**config.mk**
```make
export PLATFORM = sky130hd
export DESIGN_NAME = frame_capture_sequencer
export DESIGN_NICKNAME = d
export VERILOG_FILES = /design/src/rtl/frame_seq_pkg.sv /design/src/rtl/fs_edge_detect.sv /design/src/rtl/frame_capture_sequencer.sv
export SDC_FILE = /design/constraint.sdc
export NUM_CORES = 1
export LEC_CHECK = 0
export CORE_UTILIZATION = 25
export DETAILED_ROUTE_END_ITERATION = 16
export GPL_ROUTABILITY_DRIVEN = 0
export PLACE_DENSITY_LB_ADDON = 0.12
export SLEW_MARGIN = 20
export SYNTH_ARGS = -nofsm -noshare
export SYNTH_HDL_FRONTEND = slang
export SYNTH_SLANG_ARGS = --single-unit
```
**constraint.sdc**
```tcl
create_clock -name clk_i -period 4.1 [get_ports clk_i]
set_clock_uncertainty 0.05 [all_clocks]
set_input_delay 0.82 -clock clk_i [delete_from_list [all_inputs] [get_ports clk_i]]
set_output_delay 0.82 -clock clk_i [all_outputs]
set_load 0.01 [all_outputs]
```
**src/rtl/frame_seq_pkg.sv**
```systemverilog
// Shared types for the frame capture sequencer.
// State encoding, counter widths and a saturating increment.
package frame_seq_pkg;

  localparam int CNT_W  = 16;
  localparam int SKIP_W = 4;

  typedef enum logic [1:0] {
    S_IDLE,
    S_ARM,
    S_CAPTURE,
    S_SKIP
  } state_e;

  function automatic logic [CNT_W-1:0] sat_inc(
    input logic [CNT_W-1:0] v
  );
    return (&v) ? v : v + CNT_W'(1);
  endfunction

endpackage

```
**src/rtl/fs_edge_detect.sv**
```systemverilog
// Registers a level and flags its rising/falling edges.
// Ports: clk_i, reset_i, sig_i -> rise_o, fall_o (combinational pulses).
module fs_edge_detect #(
  parameter logic RESET_VAL = 1'b0
) (
  input  logic clk_i,
  input  logic reset_i,
  input  logic sig_i,
  output logic rise_o,
  output logic fall_o
);

  logic sig_q;
  logic sig_d;

  assign sig_d = sig_i;

  always_ff @(posedge clk_i or posedge reset_i) begin
    if (reset_i) sig_q <= RESET_VAL;
    else         sig_q <= sig_d;
  end

  assign rise_o = ~sig_q & sig_i;
  assign fall_o = sig_q & ~sig_i;

endmodule

```
**src/rtl/frame_capture_sequencer.sv**
```systemverilog
// Arms on host start, captures whole frames, skips/drops, watchdog.
// In: frame_sync/line_valid/start/stop/cfg; out: gate, pulses, counters.
module frame_capture_sequencer
  import frame_seq_pkg::*;
#(
  parameter int TIMEOUT_W = 24
) (
  input  logic                 clk_i,
  input  logic                 reset_i,
  input  logic                 frame_sync_i,
  input  logic                 line_valid_i,
  input  logic                 start_i,
  input  logic                 stop_i,
  input  logic                 single_shot_i,
  input  logic [SKIP_W-1:0]    frame_skip_i,
  input  logic                 sink_ready_i,
  input  logic [TIMEOUT_W-1:0] timeout_cycles_i,
  output logic                 capture_en_o,
  output logic                 frame_start_o,
  output logic                 frame_end_o,
  output logic [CNT_W-1:0]     frame_count_o,
  output logic [CNT_W-1:0]     lines_o,
  output logic [CNT_W-1:0]     dropped_count_o,
  output logic                 busy_o,
  output logic                 timeout_o
);

  state_e               state_q, state_d;
  logic [SKIP_W-1:0]    skip_q, skip_d;
  logic                 stop_pend_q, stop_pend_d;
  logic [CNT_W-1:0]     line_q, line_d, line_nxt;
  logic [CNT_W-1:0]     frame_cnt_q, frame_cnt_d;
  logic [CNT_W-1:0]     lines_q, lines_d;
  logic [CNT_W-1:0]     drop_q, drop_d;
  logic [TIMEOUT_W-1:0] wd_q, wd_d, wd_inc;
  logic                 timeout_q, timeout_d;
  logic                 fstart_q, fstart_d;
  logic                 fend_q, fend_d;
  logic                 cap_q, cap_d;
  logic                 busy_q, busy_d;
  logic                 fs_rise, fs_fall;
  logic                 lv_rise, lv_fall_unused;
  logic                 wd_fire;

  // Frame sync idles in blanking, so its register resets to 1.
  fs_edge_detect #(.RESET_VAL(1'b1)) u_fs_edge (
    .clk_i   (clk_i),
    .reset_i (reset_i),
    .sig_i   (frame_sync_i),
    .rise_o  (fs_rise),
    .fall_o  (fs_fall)
  );

  fs_edge_detect #(.RESET_VAL(1'b0)) u_lv_edge (
    .clk_i   (clk_i),
    .reset_i (reset_i),
    .sig_i   (line_valid_i),
    .rise_o  (lv_rise),
    .fall_o  (lv_fall_unused)
  );

  assign wd_inc   = wd_q + TIMEOUT_W'(1);
  assign line_nxt = lv_rise ? sat_inc(line_q) : line_q;

  // Fires on the cycle the quiet-cycle count reaches the limit.
  assign wd_fire = (state_q != S_IDLE)
                 & ~(fs_rise | fs_fall)
                 & (timeout_cycles_i != '0)
                 & (wd_inc == timeout_cycles_i);

  always_comb begin
    state_d     = state_q;
    skip_d      = skip_q;
    stop_pend_d = stop_pend_q;
    line_d      = line_q;
    frame_cnt_d = frame_cnt_q;
    lines_d     = lines_q;
    drop_d      = drop_q;
    timeout_d   = timeout_q;
    fstart_d    = 1'b0;
    fend_d      = 1'b0;

    unique case (state_q)
      S_IDLE: begin
        if (start_i && !stop_i) begin
          state_d     = S_ARM;
          skip_d      = '0;
          timeout_d   = 1'b0;
          stop_pend_d = 1'b0;
        end
      end
      S_ARM: begin
        if (stop_i) begin
          state_d = S_IDLE;
        end else if (wd_fire) begin
          state_d   = S_IDLE;
          timeout_d = 1'b1;
        end else if (fs_fall) begin
          if (skip_q != '0) begin
            state_d = S_SKIP;
            skip_d  = skip_q - SKIP_W'(1);
          end else if (sink_ready_i) begin
            state_d  = S_CAPTURE;
            fstart_d = 1'b1;
            line_d   = '0;
          end else begin
            state_d = S_SKIP;
            drop_d  = sat_inc(drop_q);
          end
        end
      end
      S_SKIP: begin
        if (stop_i) begin
          state_d = S_IDLE;
        end else if (wd_fire) begin
          state_d   = S_IDLE;
          timeout_d = 1'b1;
        end else if (fs_rise) begin
          state_d = S_ARM;
        end
      end
      S_CAPTURE: begin
        line_d = line_nxt;
        if (stop_i) stop_pend_d = 1'b1;
        if (fs_rise) begin
          fend_d      = 1'b1;
          frame_cnt_d = frame_cnt_q + CNT_W'(1);
          lines_d     = line_nxt;
          skip_d      = frame_skip_i;
          if (single_shot_i || stop_pend_q || stop_i)
            state_d = S_IDLE;
          else
            state_d = S_ARM;
        end else if (wd_fire) begin
          // Aborted frame: close it without counting it.
          fend_d    = 1'b1;
          timeout_d = 1'b1;
          state_d   = S_IDLE;
        end
      end
    endcase

    if (state_q == S_IDLE || state_d != state_q ||
        fs_rise || fs_fall)
      wd_d = '0;
    else
      wd_d = wd_inc;

    cap_d  = (state_d == S_CAPTURE);
    busy_d = (state_d != S_IDLE);
  end

  always_ff @(posedge clk_i or posedge reset_i) begin
    if (reset_i) begin
      state_q     <= S_IDLE;
      skip_q      <= '0;
      stop_pend_q <= 1'b0;
      line_q      <= '0;
      frame_cnt_q <= '0;
      lines_q     <= '0;
      drop_q      <= '0;
      wd_q        <= '0;
      timeout_q   <= 1'b0;
      fstart_q    <= 1'b0;
      fend_q      <= 1'b0;
      cap_q       <= 1'b0;
      busy_q      <= 1'b0;
    end else begin
      state_q     <= state_d;
      skip_q      <= skip_d;
      stop_pend_q <= stop_pend_d;
      line_q      <= line_d;
      frame_cnt_q <= frame_cnt_d;
      lines_q     <= lines_d;
      drop_q      <= drop_d;
      wd_q        <= wd_d;
      timeout_q   <= timeout_d;
      fstart_q    <= fstart_d;
      fend_q      <= fend_d;
      cap_q       <= cap_d;
      busy_q      <= busy_d;
    end
  end

  assign capture_en_o    = cap_q;
  assign frame_start_o   = fstart_q;
  assign frame_end_o     = fend_q;
  assign frame_count_o   = frame_cnt_q;
  assign lines_o         = lines_q;
  assign dropped_count_o = drop_q;
  assign busy_o          = busy_q;
  assign timeout_o       = timeout_q;

endmodule
```
==> qor.csv, run 1 <==
stage;metric;value;unit
status;status;complete, no violations;
clock_network;CTS Root Cell;clkbuf_16;
grt;global-route wire length before repair;26.0;mm
routing;drc violations;0;
placement;pre-CTS setup slack;0.115;ns
synth;Yosys reg bits;102;
layout;Core Util, Final;32.5;%
timing;RSZ-0062 raised after global routing;false;
routing;first drt pass iteration count;4;
clock_network;# clock sinks;102;
setup_path;worst path cell trace;ha_1 > nand3_1 > or3b_4 > a32oi_1 > o221ai_1 > or4_1 > nor4_1 > and4bb_2 > buf_4 > o21a_1 > nor2_1 > a32o_1;
worst_hold_path;Worst Hold Class;flop to flop;
routing;Routed WL per cell;15.8;µm
clock_network;CTS H-Tree Depth;3;
die;core area;0.0227;mm²
synth;post-synthesis async set-or-reset flop share;100;%
setup_path;peak per-stage delay on the critical path;0.53;ns
job;MaxCap Viol Count;0;
routing;vias per std cell;4.86;
die;initial core utilization;25.6;%
timing;Max Clk Rate;0.266;GHz
timing;final hold vios;0;
grt;vias in the first global route;4829;
synth;synth warn;0;
timing;Hold WS;0.432;ns
routing;Met3 Wirelength;590;µm
synth;EDFF count, synth;0;
layout;Final Net Count;752;
routing;DRT antenna net count;0;
timing;relative slew slack;56.3;%
setup_path;CP Max Fanout;7;
setup_path;startpoint types;flop;
timing;final setup violating endpoints;0;
timing;Tcrit/Tclk final;91.5;%
clock_network;post-CTS setup buffer count;0;
clock_network;Clock Pin Slew Worst Setup and Hold Paths;0.07;ns
synth;syn nets;665;
die;Die H;154;µm
layout;layout cells sized above 1;8.05;%
routing;vias;4828;
clock_network;CTS Buf Count;9;
routing;met1 WL;7.69;mm
die;Die Width;154;µm
synth;mean post-synth cell area;9.42;µm²
placement;Post-DP Area;0.00704;mm²
pwr;Static Leak;0.00298;µW
layout;Design Area, Final;0.00739;mm²
setup_path;data required time at the worst endpoint;4.28;ns
synth;top_reg_cell synth;dfrtp_1;
setup_path;CP Class;flop to flop;
grt;initial antenna violation count;0;
routing;1st-iter DRT viols;266;
clock_network;Max Buffers Root-to-Sink;2;
grt;grt ovf;0;
placement;Post-DP HPWL;11.3;mm
setup_path;Critical Path Slowest Stage Cell;or4_1;
timing;fin. max-slew vios;0;
synth;Netlist cell types;66;
setup_path;Critical Path End Type;flop;
timing;total negative slack;0;ns
routing;routed wire length;15.6;mm
timing;Worst Max-Slew Pin Slew;0.653;ns
setup_path;CP arrival;3.93;ns
synth;sequential area share after synthesis;43.9;%
clock_network;later-pin clock latency in the skew report;0.34;ns
pwr;PD cells;416;mW/mm²
layout;Antenna diodes;0;
clock_network;CTS tree;yes;
routing;highest metal used;met4;
layout;synth-to-layout area growth;27.1;%
timing;Period minus WS final;3.75;ns
grt;GRT Total Usage;13.7;%
grt;largest net degree at the start of global routing;76;
die;row count;55;
synth;Post-Syn Area;0.00581;mm²
routing;routed wl met2;7.11;mm
synth;Mapped Cells;617;
placement;Port-buffer cells;88;
timing;Final WS setup;0.347;ns
die;Top Ports;89;
pwr;Peak VDD IR;0.170;mV
die;DIE AREA;0.0239;mm²
report_power, final:
part	leakage, µW	switching (µW)	internal [µW]
clock	0.000166	399	594
combinational	0.00143	453	403
sequential	0.00139	102	1120
total	0.00298	954	2120
critical path, delay by kind of cell (launching register included):
| kind | cells | cell delay [ns] |
|---|---|---|
| and+or+nand+nor | 6 | 1.99 |
| adders and majority gates | 1 | 0.26 |
| DFF | 1 | 0.41 |
| AOI/OAI and AO/OA | 4 | 0.73 |
| buffers and inverters | 1 | 0.19 |
synthesized netlist by cell type, types with 12 or more instances:
cell type / count / area (µm²)
inv_1: 20 / 75.1
ha_1: 12 / 150
clkbuf_1: 14 / 52.6
o21ai_0: 20 / 100
a21oi_1: 18 / 90.1
nand4_1: 28 / 175
dfrtp_1: 101 / 2530
xnor2_1: 44 / 385
and3_1: 19 / 119
nand3_1: 29 / 145
nor2_1: 60 / 225
xor2_1: 31 / 272
nand2_1: 59 / 221
cell usage in the layout (no fill, tap or decap), types with 8 or more instances in the layout:
cell	count
buf_4	11
dfrtp_1	101
xor2_1	31
a31oi_1	11
inv_1	19
or3_1	11
o21ai_1	9
xnor2_1	44
o21ai_0	20
nor2_1	60
nor4_1	8
nand2_1	59
nand2b_1	9
nand3_1	29
a21oi_1	18
clkdlybuf4s50_1	88
ha_1	12
nand4_1	28
clkbuf_16	9
and3_1	19
sequential cells by signal, summed over array words and instances, names as in the netlist:
signal,cells
frame_count_o,16
lines_o,16
capture_en_o,1
timeout_o,1
skip_q,4
u_fs_edge.sig_q,1
frame_start_o,1
line_q,16
state_q,2
stop_pend_q,1
frame_end_o,1
wd_q,24
u_lv_edge.sig_q,1
dropped_count_o,16
busy_o,1
routing by layer:
layer  vias up  global-route usage (%)
li1       2367                       -
met1      2327                    19.2
met2       120                    21.2
met3        14                    2.13
met4         0                    4.81
met5         -                       0
repair_timing:
action                     4_1_cts  5_1_grt
setup endpoints to repair        0        6
resized for setup                0        2
hold buffers                     0        0
through the flow:
step	std cells	total power (µW)
after floorplan	617	1730
after global placement	977	2090
after detailed placement	977	2090
after CTS	992	3110
after global routing	993	3270
final	993	3070
cells by family after synthesis:
family	count (synthesis)	synth area share, %
buffers and inverters	47	3.96
AOI/OAI and AO/OA	99	11.4
and+or+nand+nor	273	24.8
DFF	102	43.9
adders and majority gates	12	2.58
muxes	7	1.27
xor gates and xnor gates	77	12.1
cell type report:
type                            count  area, µm²
Clock buffer                        9        225
Clock inverter                      6        109
Fill cell                        2327      15300
Inverter                           20       77.6
Multi-Input combinational cell    469       3040
Sequential cell                   102       2550
Tap cell                          285        357
Timing Repair Buffer              102       1020
path summary, 6_finish.rpt:
kind	startpoint	endpoint	slack, ns	cells past startpoint
max	wd_q[1]	skip_q[3]	0.35	12
min	frame_count_o[15]	frame_count_o[15]	0.43	1
max reg2reg	wd_q[1]	skip_q[3]	0.35	12
min reg2reg	frame_count_o[15]	frame_count_o[15]	0.43	1
max in group asynchronous	reset_i	u_fs_edge.sig_q	2.47	3
min in group asynchronous	reset_i	frame_count_o[15]	0.75	2
Power figures use the tool's default switching activity.
==> inputs of run 2 (changes only) <==
--- a/config.mk
+++ b/config.mk
@@ -6,6 +6,7 @@
 export NUM_CORES = 1
 export LEC_CHECK = 0
 export CORE_UTILIZATION = 25
+export CTS_CLUSTER_SIZE = 28
 export DETAILED_ROUTE_END_ITERATION = 16
 export GPL_ROUTABILITY_DRIVEN = 0
 export PLACE_DENSITY_LB_ADDON = 0.12
==> results of run 2 <==
No change in the layout: final DEF, timing and power equal those of run 1.
==> inputs of run 3 (changes only) <==
--- a/config.mk
+++ b/config.mk
@@ -5,11 +5,13 @@
 export SDC_FILE = /design/constraint.sdc
 export NUM_CORES = 1
 export LEC_CHECK = 0
+export ABC_CLOCK_PERIOD_IN_PS = 4100
 export CORE_UTILIZATION = 25
 export CTS_CLUSTER_SIZE = 28
 export DETAILED_ROUTE_END_ITERATION = 16
 export GPL_ROUTABILITY_DRIVEN = 0
 export PLACE_DENSITY_LB_ADDON = 0.12
+export RECOVER_POWER = 25
 export SLEW_MARGIN = 20
 export SYNTH_ARGS = -nofsm -noshare
 export SYNTH_HDL_FRONTEND = slang
==> qor.csv, run 3 (synthesis results as in run 1) <==
stage;metric;value;unit
routing;drc violations;0;
setup_path;CP Class;flop to flop;
setup_path;Critical Path End Type;flop;
grt;grt ovf;0;
timing;relative slew slack;15.9;%
setup_path;worst r2r path cells;12;
worst_hold_path;Hold Path Stages;1;
timing;final hold vios;0;
placement;Cells after DPL;977;
routing;first drt pass iteration count;5;
layout;Antenna diodes;0;
pwr;Peak VDD IR;0.169;mV
pwr;Static Leak;0.00298;µW
clock_network;CTS Root Cell;clkbuf_16;
setup_path;worst path cell trace;ha_1 > nand3_1 > or3b_4 > a32oi_1 > o221ai_1 > or4_1 > nor4_1 > and4bb_2 > buf_4 > o21a_1 > nor2_1 > a32o_1;
setup_path;CP arrival;3.93;ns
pwr;Logic pwr share;27.9;%
layout;max reg flops;24;
pwr;Sw Share;31.1;%
setup_path;r2r setup slk;0.35;ns
setup_path;CP Max Fanout;7;
timing;Period minus WS final;3.75;ns
layout;commonest non-fill, non-tap cell in the layout;dfrtp_1;
setup_path;data required time at the worst endpoint;4.28;ns
die;Die Width;154;µm
routing;routed wire length;15.6;mm
worst_hold_path;Worst Hold Class;flop to flop;
grt;grt met3 use;2.13;%
die;core area;0.0227;mm²
grt;initial antenna violation count;0;
clock_network;later-pin clock latency in the skew report;0.34;ns
pwr;Int Pwr;2110;µW
layout;Non-Filler Instances;993;
grt;M2 GR Usage;21.2;%
setup_path;Worst R2R End;skip_q[3];
clock_network;CTS H-Tree Depth;3;
routing;Routed WL per cell;15.7;µm
pwr;sequential share of power;39.8;%
die;Die H;154;µm
status;status;complete, no violations;
timing;Tcrit/Tclk final;91.5;%
setup_path;startpoint types;flop;
layout;Final Net Count;752;
layout;commonest cells after routing, fill and taps aside;dfrtp_1, clkdlybuf4s50_1, nor2_1, nand2_1, xnor2_1;
grt;vias in the first global route;4829;
pwr;PD cells;416;mW/mm²
setup_path;peak per-stage delay on the critical path;0.53;ns
routing;1st-iter DRT viols;262;
grt;M1 GR Usage;19.2;%
worst_hold_path;hold_sp;frame_count_o[15];
clock_network;CTS Buf Count;9;
placement;Port-buffer cells;88;
grt;global-route wire length before repair;26.0;mm
layout;fill cell count;2327;
die;row count;55;
routing;vias;4830;
worst_hold_path;Hold EP;frame_count_o[15];
layout;synth-to-layout area growth;26.9;%
timing;RSZ-0062 raised after global routing;false;
job;MaxCap Viol Count;0;
placement;Post-DP HPWL;11.3;mm
clock_network;Clock Pin Slew Worst Setup and Hold Paths;0.07;ns
clock_network;Max Buffers Root-to-Sink;2;
clock_network;cts hold-fix bufs;0;
routing;DRT antenna net count;0;
layout;Reg with most FFs;wd_q;
timing;Worst Max-Slew Pin Slew;1.25;ns
timing;fin. max-slew vios;0;
setup_path;Worst R2R Start;wd_q[1];
timing;final setup violating endpoints;0;
timing;total negative slack;0;ns
die;Top Ports;89;
layout;layout cells sized above 1;8.05;%
clock_network;# clock sinks;102;
grt;largest net degree at the start of global routing;76;
grt;gr busiest metal;met2;
clock_network;CTS tree;yes;
routing;vias per std cell;4.86;
die;initial core utilization;25.6;%
setup_path;Critical Path Slowest Stage Cell;or4_1;
timing;Max Clk Rate;0.266;GHz
grt;GRT Total Usage;13.7;%
pwr;sw power;954;µW
pwr;clock power share;32.4;%
die;DIE AREA;0.0239;mm²
## run 3: cell count changes in the layout (fill, tap and decap cells not counted), sizes merged
cell           previous run  this run
dlygate4sd3               0         3
clkbuf                    9        10
clkinvlp                  0         1
clkdlybuf4s50            88        85
inv                      21        20
buf                      14        13
## run 3: final cells by class
cell class                 count  area [µm²]  share of cell area, %
clock buffer                   9         225                   3.05
clock inverter                 6         109                   1.48
multi-input combinational    469        3040                   41.3
timing repair buffer         102        1010                   13.7
inverter                      20        76.3                   1.04
tap                          285         357                   4.84
sequential                   102        2550                   34.6
## run 3: how the worst max path moves through the flow
| stage | start | to | slack, ns | cells after the start |
|---|---|---|---|---|
| after CTS | wd_q[1] | line_q[15] | 0.25 | 12 |
| after global routing | wd_q[1] | skip_q[3] | 0.07 | 12 |
| after global placement | timeout_cycles_i[0] | dropped_count_o[1] | 0.11 | 12 |
| after floorplan | reset_i | busy_o | 0.56 | 1 |
| after detailed placement | frame_sync_i | line_q[15] | 0.11 | 13 |
| final | wd_q[1] | skip_q[3] | 0.35 | 12 |
## run 3: critical path, delay by kind of cell, from the launching register on
kind,cells,cell delay (ns)
compound gates,4,0.73
fa+ha+maj,1,0.26
buf+inv,1,0.19
flops,1,0.41
simple gates,6,1.99
## run 3: power groups by stage
stage                     Clock [µW]  Sequential, µW  Combinational (µW)
after floorplan                    0            1260                 469
after global placement             0            1240                 847
after detailed placement           0            1240                 852
after CTS                       1030            1220                 858
after global routing            1070            1240                 949
final                            994            1220                 855
## run 3: metal layers
layer  routed length (µm)  vias to the layer above
met5                    0                        -
met3                  624                       14
met4                  249                        0
li1                     -                     2367
met1                 7680                     2334
met2                 7070                      115
## run 3: timing repair
item | in CTS | in global routing
setup endpoints to repair | 0 | 6
gates resized for setup | 0 | 2
buffers inserted | 0 | 0
## run 3: per-stage QoR
| stage | cell area (µm²) | total power, µW | worst slack [ns] | hold slack (ns) | util, % |
|---|---|---|---|---|---|
| detailed placement | 7040 | 2090 | 0.115 | 0.418 | 31.0 |
| CTS | 7370 | 3110 | 0.250 | 0.432 | 32.5 |
| global route | 7370 | 3270 | 0.0717 | 0.448 | 32.5 |
| global placement | 7040 | 2090 | 0.113 | 0.415 | 31.0 |
| floorplan | 5810 | 1730 | 0.556 | 0.436 | - |
| finish | 7370 | 3070 | 0.346 | 0.433 | 32.5 |
